==> src/rtl/multicycle_control_if.sv <==
// Memory handshake bundle between multicycle_control (master) and the shared
// instruction/data memory port (slave).
interface multicycle_control_if;
    logic mem_req;
    logic mem_we;
    logic addr_sel;
    logic mem_ready;

    modport master (output mem_req, mem_we, addr_sel, input mem_ready);
    modport slave  (input mem_req, mem_we, addr_sel, output mem_ready);
endinterface

==> src/rtl/multicycle_control.sv <==
// Multi-cycle RV32I sequencer: per-state control strobes, variable-latency memory handshake.
// Optional performance counters are built when MULTICYCLE_CONTROL_PERF_EN is defined.
//
// state    | meaning
// FETCH    | read instruction at PC, load IR and PC+4 on mem_ready
// DECODE   | classify instr, detect illegal encodings
// EXEC_R   | ALU on rs1, rs2
// EXEC_I   | ALU on rs1, immediate
// MEM_ADDR | effective address rs1 + imm
// MEM_RD   | load access at ALU result
// MEM_WR   | store access at ALU result
// WB_ALU   | write ALU result to rd
// WB_MEM   | write load data to rd
// BRANCH   | compare rs1/rs2, take target when equal
// TRAP     | illegal instruction, parked until reset
module multicycle_control (
    input  logic                        clk,
    input  logic                        reset,
    input  logic [31:0]                 instr,
    input  logic                        alu_zero,
    multicycle_control_if.master        mem,
    output logic                        ir_write,
    output logic                        pc_write,
    output logic                        pc_src,
    output logic                        reg_write,
    output logic                        result_src,
    output logic                        alu_src_b,
    output logic [2:0]                  alu_op,
    output logic                        trap,
    output logic [3:0]                  state,
    output logic [31:0]                 cycle_count,
    output logic [31:0]                 instret_count
);

    typedef enum logic [3:0] {
        S_FETCH    = 4'd0,
        S_DECODE   = 4'd1,
        S_EXEC_R   = 4'd2,
        S_EXEC_I   = 4'd3,
        S_MEM_ADDR = 4'd4,
        S_MEM_RD   = 4'd5,
        S_MEM_WR   = 4'd6,
        S_WB_ALU   = 4'd7,
        S_WB_MEM   = 4'd8,
        S_BRANCH   = 4'd9,
        S_TRAP     = 4'd10
    } state_t;

    localparam logic [2:0] ALU_ADD = 3'd0;
    localparam logic [2:0] ALU_SUB = 3'd1;
    localparam logic [2:0] ALU_AND = 3'd2;
    localparam logic [2:0] ALU_OR  = 3'd3;
    localparam logic [2:0] ALU_XOR = 3'd4;
    localparam logic [2:0] ALU_SLL = 3'd5;
    localparam logic [2:0] ALU_SRL = 3'd6;
    localparam logic [2:0] ALU_SLT = 3'd7;

    localparam logic [6:0] OP_R      = 7'b0110011;
    localparam logic [6:0] OP_I      = 7'b0010011;
    localparam logic [6:0] OP_LOAD   = 7'b0000011;
    localparam logic [6:0] OP_STORE  = 7'b0100011;
    localparam logic [6:0] OP_BRANCH = 7'b1100011;

    state_t     cur;
    state_t     decode_next;
    logic [2:0] exec_op;
    logic [6:0] opcode;
    logic [2:0] funct3;
    logic [6:0] funct7;
    logic       rd_nonzero;
    logic       req;
    logic       we;
    logic       asel;
    logic       unused_instr_bits;

    assign opcode            = instr[6:0];
    assign funct3            = instr[14:12];
    assign funct7            = instr[31:25];
    assign rd_nonzero        = |instr[11:7];
    assign unused_instr_bits = ^instr[24:15];

    always_comb begin
        decode_next = S_TRAP;
        case (opcode)
            OP_R: begin
                if (funct3 != 3'b011 &&
                    (funct7 == 7'b0000000 || (funct7 == 7'b0100000 && funct3 == 3'b000)))
                    decode_next = S_EXEC_R;
            end
            OP_I: begin
                if (funct3 != 3'b011 && !(funct3 == 3'b101 && funct7 == 7'b0100000))
                    decode_next = S_EXEC_I;
            end
            OP_LOAD, OP_STORE: begin
                if (funct3 == 3'b010)
                    decode_next = S_MEM_ADDR;
            end
            OP_BRANCH: begin
                if (funct3 == 3'b000)
                    decode_next = S_BRANCH;
            end
            default: decode_next = S_TRAP;
        endcase
    end

    always_comb begin
        exec_op = ALU_ADD;
        case (funct3)
            3'b000: exec_op = (opcode == OP_R && funct7[5]) ? ALU_SUB : ALU_ADD;
            3'b001: exec_op = ALU_SLL;
            3'b010: exec_op = ALU_SLT;
            3'b100: exec_op = ALU_XOR;
            3'b101: exec_op = ALU_SRL;
            3'b110: exec_op = ALU_OR;
            3'b111: exec_op = ALU_AND;
            default: exec_op = ALU_ADD;
        endcase
    end

    always_ff @(posedge clk) begin
        if (reset) begin
            cur <= S_FETCH;
        end else begin
            case (cur)
                S_FETCH:    if (mem.mem_ready) cur <= S_DECODE;
                S_DECODE:   cur <= decode_next;
                S_EXEC_R:   cur <= S_WB_ALU;
                S_EXEC_I:   cur <= S_WB_ALU;
                S_MEM_ADDR: cur <= (opcode == OP_STORE) ? S_MEM_WR : S_MEM_RD;
                S_MEM_RD:   if (mem.mem_ready) cur <= S_WB_MEM;
                S_MEM_WR:   if (mem.mem_ready) cur <= S_FETCH;
                S_WB_ALU:   cur <= S_FETCH;
                S_WB_MEM:   cur <= S_FETCH;
                S_BRANCH:   cur <= S_FETCH;
                S_TRAP:     cur <= S_TRAP;
                default:    cur <= S_TRAP;
            endcase
        end
    end

    // Outputs are gated by reset so an abandoned access drops in the reset cycle itself.
    always_comb begin
        req        = 1'b0;
        we         = 1'b0;
        asel       = 1'b0;
        ir_write   = 1'b0;
        pc_write   = 1'b0;
        pc_src     = 1'b0;
        reg_write  = 1'b0;
        result_src = 1'b0;
        alu_src_b  = 1'b0;
        alu_op     = ALU_ADD;
        trap       = 1'b0;
        state      = 4'd0;
        if (!reset) begin
            state = cur;
            case (cur)
                S_FETCH: begin
                    req      = 1'b1;
                    ir_write = mem.mem_ready;
                    pc_write = mem.mem_ready;
                end
                S_EXEC_R: begin
                    alu_op = exec_op;
                end
                S_EXEC_I: begin
                    alu_op    = exec_op;
                    alu_src_b = 1'b1;
                end
                S_MEM_ADDR: begin
                    alu_op    = ALU_ADD;
                    alu_src_b = 1'b1;
                end
                S_MEM_RD: begin
                    req  = 1'b1;
                    asel = 1'b1;
                end
                S_MEM_WR: begin
                    req  = 1'b1;
                    we   = 1'b1;
                    asel = 1'b1;
                end
                S_WB_ALU: begin
                    reg_write = rd_nonzero;
                end
                S_WB_MEM: begin
                    reg_write  = rd_nonzero;
                    result_src = 1'b1;
                end
                S_BRANCH: begin
                    alu_op   = ALU_SUB;
                    pc_write = alu_zero;
                    pc_src   = 1'b1;
                end
                S_TRAP: begin
                    trap = 1'b1;
                end
                default: ;
            endcase
        end
    end

    assign mem.mem_req  = req;
    assign mem.mem_we   = we;
    assign mem.addr_sel = asel;

`ifdef MULTICYCLE_CONTROL_PERF_EN
    logic [31:0] cycle_q;
    logic [31:0] instret_q;
    logic        retire;

    assign retire = (cur == S_WB_ALU) || (cur == S_WB_MEM) || (cur == S_BRANCH) ||
                    (cur == S_MEM_WR && mem.mem_ready);

    always_ff @(posedge clk) begin
        if (reset) begin
            cycle_q   <= '0;
            instret_q <= '0;
        end else begin
            if (cur != S_TRAP)
                cycle_q <= cycle_q + 32'd1;
            if (retire)
                instret_q <= instret_q + 32'd1;
        end
    end

    assign cycle_count   = reset ? '0 : cycle_q;
    assign instret_count = reset ? '0 : instret_q;
`else
    assign cycle_count   = '0;
    assign instret_count = '0;
`endif

endmodule

==> src/flat_wrapper.sv <==
// flat-port wrapper written by rule: the top's interface ports become plain ports
module multicycle_control_flat 
  (clk, reset, instr, alu_zero, ir_write, pc_write, pc_src, reg_write, result_src, alu_src_b, alu_op, trap, state, cycle_count, instret_count, mem_mem_req, mem_mem_we, mem_addr_sel, mem_mem_ready);
  multicycle_control_if mem_i ();
  input  logic clk;
  input  logic reset;
  input  logic [31:0] instr;
  input  logic alu_zero;
  output logic ir_write;
  output logic pc_write;
  output logic pc_src;
  output logic reg_write;
  output logic result_src;
  output logic alu_src_b;
  output logic [2:0] alu_op;
  output logic trap;
  output logic [3:0] state;
  output logic [31:0] cycle_count;
  output logic [31:0] instret_count;
  output wire logic [$bits(mem_i.mem_req)-1:0] mem_mem_req;
  output wire logic [$bits(mem_i.mem_we)-1:0] mem_mem_we;
  output wire logic [$bits(mem_i.addr_sel)-1:0] mem_addr_sel;
  input wire logic [$bits(mem_i.mem_ready)-1:0] mem_mem_ready;
  assign mem_mem_req = mem_i.mem_req;
  assign mem_mem_we = mem_i.mem_we;
  assign mem_addr_sel = mem_i.addr_sel;
  assign mem_i.mem_ready = mem_mem_ready;
  multicycle_control u_core (.clk(clk), .reset(reset), .instr(instr), .alu_zero(alu_zero), .mem(mem_i), .ir_write(ir_write), .pc_write(pc_write), .pc_src(pc_src), .reg_write(reg_write), .result_src(result_src), .alu_src_b(alu_src_b), .alu_op(alu_op), .trap(trap), .state(state), .cycle_count(cycle_count), .instret_count(instret_count));
endmodule
==> config.mk <==
export PLATFORM = sky130hd
export DESIGN_NAME = multicycle_control_flat
export DESIGN_NICKNAME = d
export VERILOG_FILES = /design/src/rtl/multicycle_control_if.sv /design/src/rtl/multicycle_control.sv /design/src/flat_wrapper.sv
export SDC_FILE = /design/constraint.sdc
export NUM_CORES = 1
export LEC_CHECK = 0
export ABC_CLOCK_PERIOD_IN_PS = 1500
export BUFFER_PORTS_ARGS = -buffer_cell sky130_fd_sc_hd__buf_2
export CORE_MARGIN = 2
export CORE_UTILIZATION = 38
export DETAILED_ROUTE_END_ITERATION = 16
export GPL_TIMING_DRIVEN = 0
export HOLD_SLACK_MARGIN = 0.15
export PLACE_DENSITY = 0.88
export SKIP_CTS_REPAIR_TIMING = 1
export SLEW_MARGIN = 20
export SYNTH_ARGS = -nofsm -noshare
export SYNTH_HDL_FRONTEND = slang
export SYNTH_SLANG_ARGS = --single-unit
==> constraint.sdc <==
create_clock -name clk -period 1.5 [get_ports clk]
set_input_delay 0.15 -clock clk [delete_from_list [all_inputs] [get_ports clk]]
set_output_delay 0.15 -clock clk [all_outputs]
set_load 0.01 [all_outputs]
* Word level (Yosys, flattened, before mapping)
Index checks and enable logic that the tools add are counted.
Storage, ports and cells: output and inout bits 81, bits in registers 4
Cells by class: muxes and demuxes 35, equal/unequal tests 26, reductions and logical operators 19
Operators with widths (number):
- $mux W4 | 7
- $pmux W4 S7 | 1
- $eq A7 B6 Y1 const B | 3
- $pmux W3 S7 | 1
- $mux W1 | 20
- $eq A4 B3 Y1 const B | 4
- $pmux W4 S4 | 1
- $eq A3 B3 Y1 const B | 4
- $eq A4 B4 Y1 const B | 3
- $reduce_or A2 Y1 | 5
- $eq A4 B2 Y1 const B | 2
- $eq A7 B2 Y1 const B | 1
- $eq A7 B5 Y1 const B | 1
- $eq A7 B7 Y1 const B | 1
- $logic_not A7 Y1 | 1
- $ne A2 B2 Y1 const B | 3
- $pmux W3 S2 | 1
- $reduce_or A3 Y1 | 2
- $logic_and A1 B1 Y1 | 5
- $reduce_or A5 Y1 | 1
- $eq A4 B1 Y1 const B | 1
- $logic_not A4 Y1 | 1
- $mux W2 | 2
- $eq A3 B1 Y1 const B | 1
- 8 further kinds | 8

* Depth between registers and ports, before layout
Gate-level depths: netlist of run 1.
word-level depth 7, depth in mapped cells 7, mapped depth without buffers 5

* Worst setup path before layout of run 1
No wires, ideal clock.
path kind reg-to-output, start reg u_core.cur[0], end out reg_write, buffers on the path 2, arrival time 1.287 ns, stages on the path, launching flop included 6, path slack 0.063 ns, path through dfxtp_1 > clkbuf_2 > buf_4 > nor3_1 > nand2_1 > a221oi_1
On the way: word-level cells in the longest chain between the ends 4
Ends and longest elaborated chain:
- start: declaration | line multicycle_control.sv:64 | state_t cur;
- start signal: assignment | line multicycle_control.sv:126 | S_DECODE: cur <= decode_next;
- start signal: assignment | line multicycle_control.sv:129 | S_MEM_ADDR: cur <= (opcode == OP_STORE) ? S_MEM_WR : S_MEM_RD;
- $eq A4 B3 Y1 / $eq A4 B4 Y1 (equally long branches) | line multicycle_control.sv:157 | case (cur)
- $reduce_or A2 Y1 (no line) (*)
- $mux W1 (*) | line multicycle_control.sv:157
- $mux W1 (*) | line multicycle_control.sv:155 | if (!reset) begin
- end: declaration | line flat_wrapper.sv:12 | output logic reg_write;
Mark *: on every way between the ends. The rest lies on a longest branch, timed or not.

* Worst setup path in the final report of run 1
start reg u_core.cur[2], end out reg_write
Same word-level chain as after synthesis.

==> results of run 1 <==
synthesized netlist by cell type (2+ instances only):
cell type / n / area [µm²]
clkbuf_2: 2 / 10.0
nand2_1: 8 / 30.0
nand4_1: 2 / 12.5
nand2b_1: 4 / 25.0
nand3_1: 4 / 20.0
o21ai_0: 4 / 20.0
xor2_1: 4 / 35.0
nand3b_1: 3 / 22.5
buf_2: 4 / 20.0
and3_1: 3 / 18.8
nor3_1: 7 / 35.0
dfxtp_1: 4 / 80.1
nor2b_1: 6 / 37.5
a21oi_1: 7 / 35.0
a21o_1: 2 / 15.0
nor2_1: 11 / 41.3
buf_4: 66 / 495
a31oi_1: 3 / 18.8
buf_6: 2 / 22.5
nor4_1: 2 / 12.5
area by class of cell:
type / instances / share of cell area [%]
sequential: 4 / 4.23
clock buffer: 3 / 1.14
buffer: 74 / 29.0
multi-input combinational: 160 / 48.0
tap: 46 / 2.90
inverter: 1 / 0.189
timing repair buffer: 50 / 14.5
worst register-to-register path, cell delays in order, from the launching register on:
cell and delay, ps:
dfxtp_1 300, buf_6 130, clkbuf_2 160, a21o_1 190, a21oi_1 240, a21oi_1 130, o32ai_2 150, a32o_1 200
layer usage:
| layer | vias to the layer above | wire [µm] |
|---|---|---|
| met5 | - | 0 |
| met4 | 0 | 43 |
| met3 | 4 | 261 |
| met2 | 71 | 1640 |
| met1 | 569 | 1260 |
| li1 | 713 | - |
kinds of logic (layout without fill, tap and decap cells):
group           count (synthesis)  after routing  synth area share, %
compound gates                 30             30                 17.8
xor+xnor                        4              4                 2.75
buf+inv                        76            128                 43.7
flops                           4              4                 6.29
mux                             1              1                0.787
other cells                     1             64                0.295
simple gates                   61             61                 28.4
per-stage QoR:
stage | setup TNS (ps) | instance area, µm² | worst slack, ps
after floorplan | 0 | 1510 | 62.6
after global placement | -100 | 1760 | -78.5
after detailed placement | -120 | 1760 | -88.9
after CTS | -1550 | 1780 | -296
after global routing | -1060 | 1980 | -156
final | -356 | 1980 | -92.9
report_power, final:
group	total (W)	internal, W	switching (W)
Combinational	0.00176	0.000867	0.000889
Clock	0.000146	0.0000903	0.0000558
Sequential	0.000214	0.000162	0.0000521
final timing paths:
path | startpoint | endpoint | slack [ps] | cells past startpoint
worst max-delay path | u_core.cur[2]$_SDFFE_PP0P_ | reg_write | -90 | 6
worst min-delay path | instr[4] | u_core.cur[3]$_SDFFE_PP0P_ | 250 | 3
worst max register to register | u_core.cur[2]$_SDFFE_PP0P_ | u_core.cur[0]$_SDFFE_PP0P_ | -70 | 7
worst min register to register | u_core.cur[3]$_SDFFE_PP0P_ | u_core.cur[3]$_SDFFE_PP0P_ | 660 | 3
==> results.tsv, run 1 <==
stage	metric	value	unit
clocking	cts_sinks	4	
layout	seq_area	83.8	µm²
layout	area_growth	55.8	%
power_and_ir_drop	leakage	1.15	nW
critical_path	crit_buf_inv	3	
power_and_ir_drop	power.density	1070	nW/µm²
floorplan	die_y	61.9	µm
floorplan	initial_utilization	38.7	%
critical_path	path_delay_family	buffers and inverters	
critical_path	crit_path_end_kind	primary output	
floorplan	rows	21	
layout	fillCellCount	321	
layout	regMostFlops	u_core.cur	
routing	via_per_inst	4.01	
routing	wire_per_inst	9.47	µm
layout	antennaDiodeCount	0	
layout	layout.nets	330	
sta	hold_viol	0	
flow_run	maxCapViolations	0	
clocking	tritoncts	done	
power_and_ir_drop	ir_worst_vdd	0.000400	V
logic_synthesis	yosysWarningCount	0	
logic_synthesis	ys.flop_type	dfxtp_1	
layout	finish.utilization	60.3	%
critical_path	worst-setup-path-type	flip-flop to primary output	
outcome	status	finished, violations left	
clocking	clk_pin_slew	40	ps
logic_synthesis	yosysUniqueCellTypes	49	
logic_synthesis	synth.avg_cell_area	7.19	µm²
critical_path	worstPathRequired	1350	ps
critical_path	worstPathArrival	1440	ps
clocking	cts_buffers	3	
routing	vias	1357	
floorplan	io_pins	117	
outcome	violations	setup timing	
sta	period_share	106	%
place	dp_cells	324	
layout	layout_common_cells	buf_4, conb_1, buf_2	
sta	worstMarginPinSlew	589	ps
hold_path	hp-class	input pin to flip-flop	
critical_path	path_cells	buf_6 -> buf_8 -> nor3_4 -> nand2_1 -> a221oi_2 -> buf_2	
place	finalWeightedCongestion	0.837	
routing	wl	3200	µm
place	place_hpwl	2430	µm
sta	drv_slew	0	
grt	grt_antenna_before_repair	0	
critical_path	crit_path_top_delay_cell	dfxtp_1	
grt	grt_pass1_wl	3990	µm
layout	layout_commonest_cell	buf_4	
floorplan	fp.dieW	61.9	µm
grt	grt_use_met2	24.2	%
layout	reg_top3	u_core.cur: 4 flops	
critical_path	cp_max_fo	6	
sta	finalClockSkew	6.45	ps
grt	met1_usage	17.2	%
floorplan	core_area	3280	µm²
critical_path	startpoint_type	flip-flop	
grt	busiest_layer	met2	
layout	multiInputGateArea	952	µm²
logic_synthesis	synth_edf_count	0	
clocking	clock_latency	250	ps
place	io_buffers	38	
sta	setup_violations	7	
sta	rsz0062_at_grt	yes	
power_and_ir_drop	total_power	0.00212	W
layout	drive_gt1_share	51.0	%
logic_synthesis	ys_async_sr_fraction	0	%
layout	largest_register_ffs	4	
logic_synthesis	syn_area	1270	µm²
sta	fin_hold_ws	254	ps
sta	final.setup.worst_slack	-92.9	ps
grt	grt_usage	14.0	%
clocking	htree_levels	1	
grt	grt_overflow	0	
sta	period_needed	1590	ps
grt	use_met3	1.86	%
routing	drt_iter0_drc	36	
logic_synthesis	ys_ff_latch	4	
clocking	ctsLongestPathBuffers	2	
layout	layoutNonFillerInstCount	338	
routing	drc	0	
floorplan	die_area	3830	µm²
grt	grt_max_degree	11	
sta	max_clock_freq	628	MHz
sta	worst_slew_margin_rel	60.7	%
routing	drtAntennaViolNets	0	
clocking	cts-root-buf	clkbuf_4	
logic_synthesis	ys_seq_area_share	6.29	%
routing	drt_pass1_iterations	4	
grt	first_global_vias	956	
logic_synthesis	synthCells	177	
critical_path	max_stage_delay	300	ps
No activity file was read; power rests on OpenSTA's default activity.
==> run 2: changes to the inputs <==
- CORE_UTILIZATION: 38 -> 35
- PLACE_DENSITY: 0.88 -> 0.82
==> run 2 against run 1 <==
Against the previous run: routed wire length up 7.6%; fmax rose by 0.31%; cell area is 3.3% lower; first-iteration DRC count fell by 31%; final cell count decreased by 1.5%; clock skew down 2.4 ps; clock power barely moved; worst setup slack improved by 5.0 ps; the flow still finishes with violations (setup timing); non-clock buffer count decreased by 5; largest power group unchanged; via count is 1.9% higher; utilization decreased by 4.3 points.
==> results.tsv, run 2 (same netlist as run 1, synthesis figures left out) <==
stage	metric	value	unit	change
critical_path	crit_path_top_delay_cell	dfxtp_4		
layout	largest_register_ffs	4		unchanged
layout	regMostFlops	u_core.cur		
outcome	violations	setup timing		
clocking	cts_sinks	4		unchanged
grt	grt_pass1_wl	4570	µm	+15%
layout	antennaDiodeCount	0		unchanged
floorplan	initial_utilization	37.3	%	-1.5 points
grt	first_global_vias	1111		+16%
clocking	clock_latency	250	ps	about the same
sta	fin_hold_ws	249	ps	-5.45 ps
layout	multiInputGateArea	913	µm²	-4.1%
sta	period_share	106	%	-0.33 points
floorplan	die_area	4130	µm²	+8.0%
routing	drtAntennaViolNets	0		unchanged
floorplan	io_pins	117		unchanged
critical_path	r2r_slack	-40	ps	+30 ps
grt	grt_antenna_before_repair	0		unchanged
routing	via_per_inst	4.15		+3.4%
routing	vias	1383		+1.9%
floorplan	rows	21		unchanged
sta	finalClockSkew	4.01	ps	-2.44 ps
grt	busiest_layer	met2		
clocking	clk_pin_slew	40	ps	about the same
clocking	cts_buffers	3		unchanged
clocking	cts-root-buf	clkbuf_4		
grt	use_met3	2.82	%	+0.95 points
layout	layout_common_cells	buf_4, conb_1, buf_2		
layout	reg_top3	u_core.cur: 4 flops		
power_and_ir_drop	total_power	0.00203	W	-4.0%
flow_run	maxCapViolations	0		unchanged
sta	setup_violations	8		+1
power_and_ir_drop	ir_worst_vdd	0.000449	V	+12%
critical_path	startpoint_type	flip-flop		
floorplan	core_area	3420	µm²	+4.0%
sta	worstMarginPinSlew	540	ps	-49.4 ps
clocking	htree_levels	1		unchanged
critical_path	cp-endpoint	reg_write		
layout	fillCellCount	337		+5.0%
sta	period_needed	1590	ps	-4.96 ps
routing	wl	3450	µm	+7.6%
sta	hold_viol	0		unchanged
critical_path	cp-startpoint	u_core.cur[1]$_SDFFE_PP0P_		
routing	drt_pass1_iterations	4		unchanged
routing	wire_per_inst	10.3	µm	+9.2%
sta	worst_slew_margin_rel	64.0	%	+3.3 points
critical_path	r2r-start	u_core.cur[2]$_SDFFE_PP0P_		
critical_path	worst-setup-path-type	flip-flop to primary output		
power_and_ir_drop	power.density	1060	nW/µm²	-0.70%
place	place_hpwl	2610	µm	+7.5%
grt	grt_usage	13.5	%	-0.50 points
critical_path	reg2regPathDepth	6		-1
critical_path	crit_path_end_kind	primary output		
layout	area_growth	50.5	%	
hold_path	hp-class	input pin to flip-flop		
critical_path	r2r_end	u_core.cur[0]$_SDFFE_PP0P_		
floorplan	fp.dieW	64.3	µm	+3.9%
critical_path	max_stage_delay	380	ps	+80 ps
layout	layoutNonFillerInstCount	333		-1.5%
sta	rsz0062_at_grt	yes		
critical_path	worstPathArrival	1440	ps	about the same
place	finalWeightedCongestion	0.875		+4.5%
outcome	status	finished, violations left		
floorplan	die_y	64.3	µm	+3.9%
grt	met1_usage	14.4	%	-2.9 points
layout	seq_area	87.6	µm²	+4.5%
clocking	tritoncts	done		
grt	grt_use_met2	26.7	%	+2.5 points
clocking	ctsLongestPathBuffers	2		unchanged
grt	grt_overflow	0		unchanged
layout	layout.nets	325		-1.5%
layout	layout_commonest_cell	buf_4		
sta	final.setup.worst_slack	-87.9	ps	+4.96 ps
power_and_ir_drop	leakage	1.12	nW	-2.2%
sta	max_clock_freq	630	MHz	+0.31%
sta	drv_slew	0		unchanged
routing	drt_iter0_drc	25		-31%
grt	grt_max_degree	11		unchanged
routing	drc	0		unchanged
critical_path	path_cells	buf_8 -> nor3_4 -> nand2_1 -> a221oi_2 -> buf_2		
layout	drive_gt1_share	49.8	%	-1.2 points
critical_path	cp_max_fo	8		+2
critical_path	worstPathRequired	1350	ps	about the same
place	dp_cells	324		unchanged
place	io_buffers	38		unchanged
==> run 2: cell count changes in the layout (fill, tap and decap cells not counted), sizes merged <==
cell | previous run | this run
buf | 121 | 116
==> run 2: worst max-delay path, delay by kind of cell, from the launching register on <==
| family | cells | cell delay (ps) |
|---|---|---|
| flip-flops | 1 | 380 |
| buffers and inverters | 2 | 310 |
| AND/OR/NAND/NOR | 2 | 300 |
| AO/OA/AOI/OAI | 1 | 200 |
==> run 2: stage by stage <==
step                      util (%)  TNS [ps]  area, µm²  setup slack, ps
final                         56.1      -391       1920            -87.9
after global routing          56.1     -1330       1920             -177
after CTS                     52.1     -1600       1780             -366
after detailed placement      51.4      -206       1760             -108
after global placement        51.4      -151       1760            -85.9
after floorplan                  -         0       1510             62.6
==> run 2: cell type report <==
| type | instances | area share, % |
|---|---|---|
| multi-input cells | 160 | 47.7 |
| plain buffers | 73 | 29.2 |
| clock buffers | 3 | 1.18 |
| flip-flops and latches | 4 | 4.57 |
| repair buffers | 46 | 14.2 |
| well taps | 46 | 3.00 |
| inverters | 1 | 0.196 |
==> run 2: how the worst min path moves through the flow <==
stage / startpoint / endpoint / slack [ps] / cells past startpoint
after CTS: instr[4] / u_core.cur[3]$_SDFFE_PP0P_ / 250 / 3
after floorplan: instr[4] / u_core.cur[3]$_SDFFE_PP0P_ / 320 / 2
after global placement: instr[4] / u_core.cur[3]$_SDFFE_PP0P_ / 500 / 3
after global routing: instr[4] / u_core.cur[3]$_SDFFE_PP0P_ / 280 / 3
after detailed placement: instr[4] / u_core.cur[3]$_SDFFE_PP0P_ / 510 / 3
final: instr[5] / u_core.cur[3]$_SDFFE_PP0P_ / 250 / 3
==> run 2: metal layers <==
layer  wire, µm  share of wire (%)  vias up
li1           -                  -      706
met1       1250                 36      609
met2       1880                 54       62
met3        277                8.0        6
met4         42                1.2        0
met5          0                  0        -
==> run 2: power by group <==
group / switching [W] / internal, W
Clock: 0.0000539 / 0.0000901
Combinational: 0.000816 / 0.000810
Sequential: 0.0000898 / 0.000171
==> run 3: changes to the inputs <==
- CTS_BUF_LIST: unset -> sky130_fd_sc_hd__clkbuf_16
- CTS_CLUSTER_DIAMETER: unset -> 80
==> run 3 against run 2 <==
Against the previous run: the run still ends with setup timing left; sequential power about the same; global-route usage grew 0.15 points; sequential cell count stayed put; worst setup slack gained 16 ps; count of clock-buffer cells in the layout stayed put; die area did not move; combinational power is essentially flat.
==> results.tsv, run 3 (same netlist as run 1, synthesis figures left out) <==
stage	metric	value	unit	change
grt	grt_max_degree	11		unchanged
layout	area_growth	55.8	%	
flow_run	maxCapViolations	0		unchanged
routing	drt_pass1_iterations	4		unchanged
layout	layout_common_cells	buf_4, conb_1, buf_2		
routing	via_per_inst	4.11		-1.0%
sta	period_share	105	%	-1.0 points
floorplan	die_y	64.3	µm	unchanged
clocking	cts_sinks	4		unchanged
critical_path	path_depth	6		+1
critical_path	cp_max_fo	7		-1
floorplan	fp.dieW	64.3	µm	unchanged
clocking	clock_latency	230	ps	-20 ps
sta	drv_slew	0		unchanged
place	finalWeightedCongestion	0.875		unchanged
clocking	tritoncts	done		
floorplan	rows	21		unchanged
outcome	status	finished, violations left		
routing	wire_per_inst	10.4	µm	+0.46%
power_and_ir_drop	leakage	1.15	nW	+2.3%
hold_path	min-delay-start	instr[4]		
sta	period_needed	1570	ps	-15.6 ps
critical_path	crit_path_end_kind	primary output		
floorplan	io_pins	117		unchanged
clocking	htree_levels	1		unchanged
power_and_ir_drop	power.density	1160	nW/µm²	+9.8%
grt	first_global_vias	1110		-0.090%
power_and_ir_drop	ir_worst_vdd	0.000483	V	+7.6%
routing	drt_iter0_drc	43		+72%
clocking	clk_pin_slew	30	ps	about the same
layout	layout_commonest_cell	buf_4		
floorplan	initial_utilization	37.3	%	unchanged
critical_path	max_stage_delay	320	ps	-60 ps
routing	wl	3460	µm	+0.46%
floorplan	die_area	4130	µm²	unchanged
sta	worst_slew_margin_rel	64.1	%	+0.12 points
critical_path	reg2regPathDepth	6		unchanged
hold_path	holdPathStages	3		unchanged
power_and_ir_drop	internal-power	0.00132	W	+24%
grt	grt_usage	13.7	%	+0.15 points
layout	layout.nets	325		unchanged
hold_path	whs_endpoint	u_core.cur[3]$_SDFFE_PP0P_		
layout	antennaDiodeCount	0		unchanged
layout	layoutNonFillerInstCount	333		unchanged
critical_path	path_cells	buf_6 -> buf_8 -> nor3_4 -> nand2_1 -> a221oi_2 -> buf_2		
sta	setup_violations	8		unchanged
critical_path	r2r-start	u_core.cur[2]$_SDFFE_PP0P_		
critical_path	worst-setup-path-type	flip-flop to primary output		
clocking	cts-root-buf	clkbuf_16		
sta	finalClockSkew	0.606	ps	-3.40 ps
place	pre_cts_slack	-108	ps	unchanged
critical_path	startpoint_type	flip-flop		
grt	grt_pass1_wl	4600	µm	+0.61%
sta	max_clock_freq	636	MHz	+0.99%
sta	rsz0062_at_grt	yes		
sta	hold_viol	0		unchanged
layout	drive_gt1_share	50.2	%	+0.35 points
place	io_buffers	38		unchanged
critical_path	worstPathRequired	1350	ps	about the same
clocking	cts_buffers	3		unchanged
clocking	ctsLongestPathBuffers	2		unchanged
sta	final.setup.worst_slack	-72.4	ps	+15.6 ps
layout	reg_top3	u_core.cur: 4 flops		
power_and_ir_drop	swShare	42.6	%	-4.7 points
grt	grt_antenna_before_repair	0		unchanged
grt	grt_overflow	0		unchanged
power_and_ir_drop	seq_power_share	11.4	%	-1.4 points
routing	drtAntennaViolNets	0		unchanged
power_and_ir_drop	p_switching	0.000983	W	+2.4%
place	dp_cells	324		unchanged
floorplan	core_area	3420	µm²	unchanged
power_and_ir_drop	power_frac_comb	70.5	%	-9.6 points
critical_path	r2r_end	u_core.cur[0]$_SDFFE_PP0P_		
critical_path	worstPathArrival	1420	ps	-20 ps
critical_path	path_delay_family	buffers and inverters		
sta	worstMarginPinSlew	538	ps	-1.75 ps
routing	vias	1369		-1.0%
hold_path	hp-class	input pin to flip-flop		
place	place_hpwl	2610	µm	unchanged
layout	largest_register_ffs	4		unchanged
outcome	violations	setup timing		
power_and_ir_drop	p_clk_share	18.1	%	+11 points
critical_path	crit_buf_inv	3		+1
critical_path	r2r_slack	-40	ps	about the same
critical_path	crit_path_top_delay_cell	dfxtp_2		
layout	fillCellCount	327		-3.0%
routing	drc	0		unchanged
layout	regMostFlops	u_core.cur		
[run 3: changes by cell type in the layout (fill, tap and decap cells not counted)]
cell	before	now
clkbuf_16	1	4
clkbuf_4	3	0
a41oi_1	1	0
a41oi_2	0	1
buf_2	40	39
buf_6	3	4
[run 3: worst max-delay path by stage]
| stage | from | endpoint | slack, ps |
|---|---|---|---|
| after global placement | instr[3] | alu_op[0] | -90 |
| after detailed placement | instr[3] | alu_op[0] | -110 |
| final | u_core.cur[2]$_SDFFE_PP0P_ | reg_write | -70 |
| after global routing | u_core.cur[1]$_SDFFE_PP0P_ | reg_write | -150 |
| after CTS | u_core.cur[0]$_SDFFE_PP0P_ | reg_write | -340 |
| after floorplan | u_core.cur[0]$_SDFFE_PP0P_ | reg_write | 60 |
[run 3: power by group through the flow]
stage / Sequential, W / Combinational, W / Clock, W
3_3_place_gp: 0.000183 / 0.00134 / 0
5_1_grt: 0.000271 / 0.00177 / 0.000434
3_5_place_dp: 0.000184 / 0.00136 / 0
6_report: 0.000264 / 0.00163 / 0.000417
2_1_floorplan: 0.000176 / 0.00109 / 0
4_1_cts: 0.000184 / 0.00136 / 0.000425
[run 3: layout make-up]
type	count	area, µm²	area share (%)
Buffer	73	559	28.2
Inverter	1	3.75	0.189
Multi-Input combinational cell	160	921	46.5
Tap cell	46	57.6	2.90
Timing Repair Buffer	46	278	14.0
Sequential cell	4	87.6	4.42
Clock buffer	3	75.1	3.79
[run 3: through the flow]
stage	power (W)	utilization, %	hold WS (ps)	cell area [µm²]	setup TNS (ps)
final	0.00231	58.0	286	1980	-277
after global routing	0.00247	58.0	307	1980	-1130
after CTS	0.00197	53.6	274	1830	-1340
after detailed placement	0.00154	51.4	514	1760	-206
after global placement	0.00152	51.4	505	1760	-151
after floorplan	0.00126	-	320	1510	0
[run 3: tightest hold or removal path, stage by stage]
cell and delay (ps):
buf_2 150, nand4_1 80, a311oi_1 80
[run 3: per-layer routing]
layer  vias to the layer above  share of wire [%]  wire [µm]  track usage (%)
met5                         -                  0          0                0
met3                         5                8.0        278             3.35
met2                        69                 54       1870             26.7
li1                        705                  -          -                -
met1                       590                 37       1270             14.5
met4                         0                1.2         42             3.19
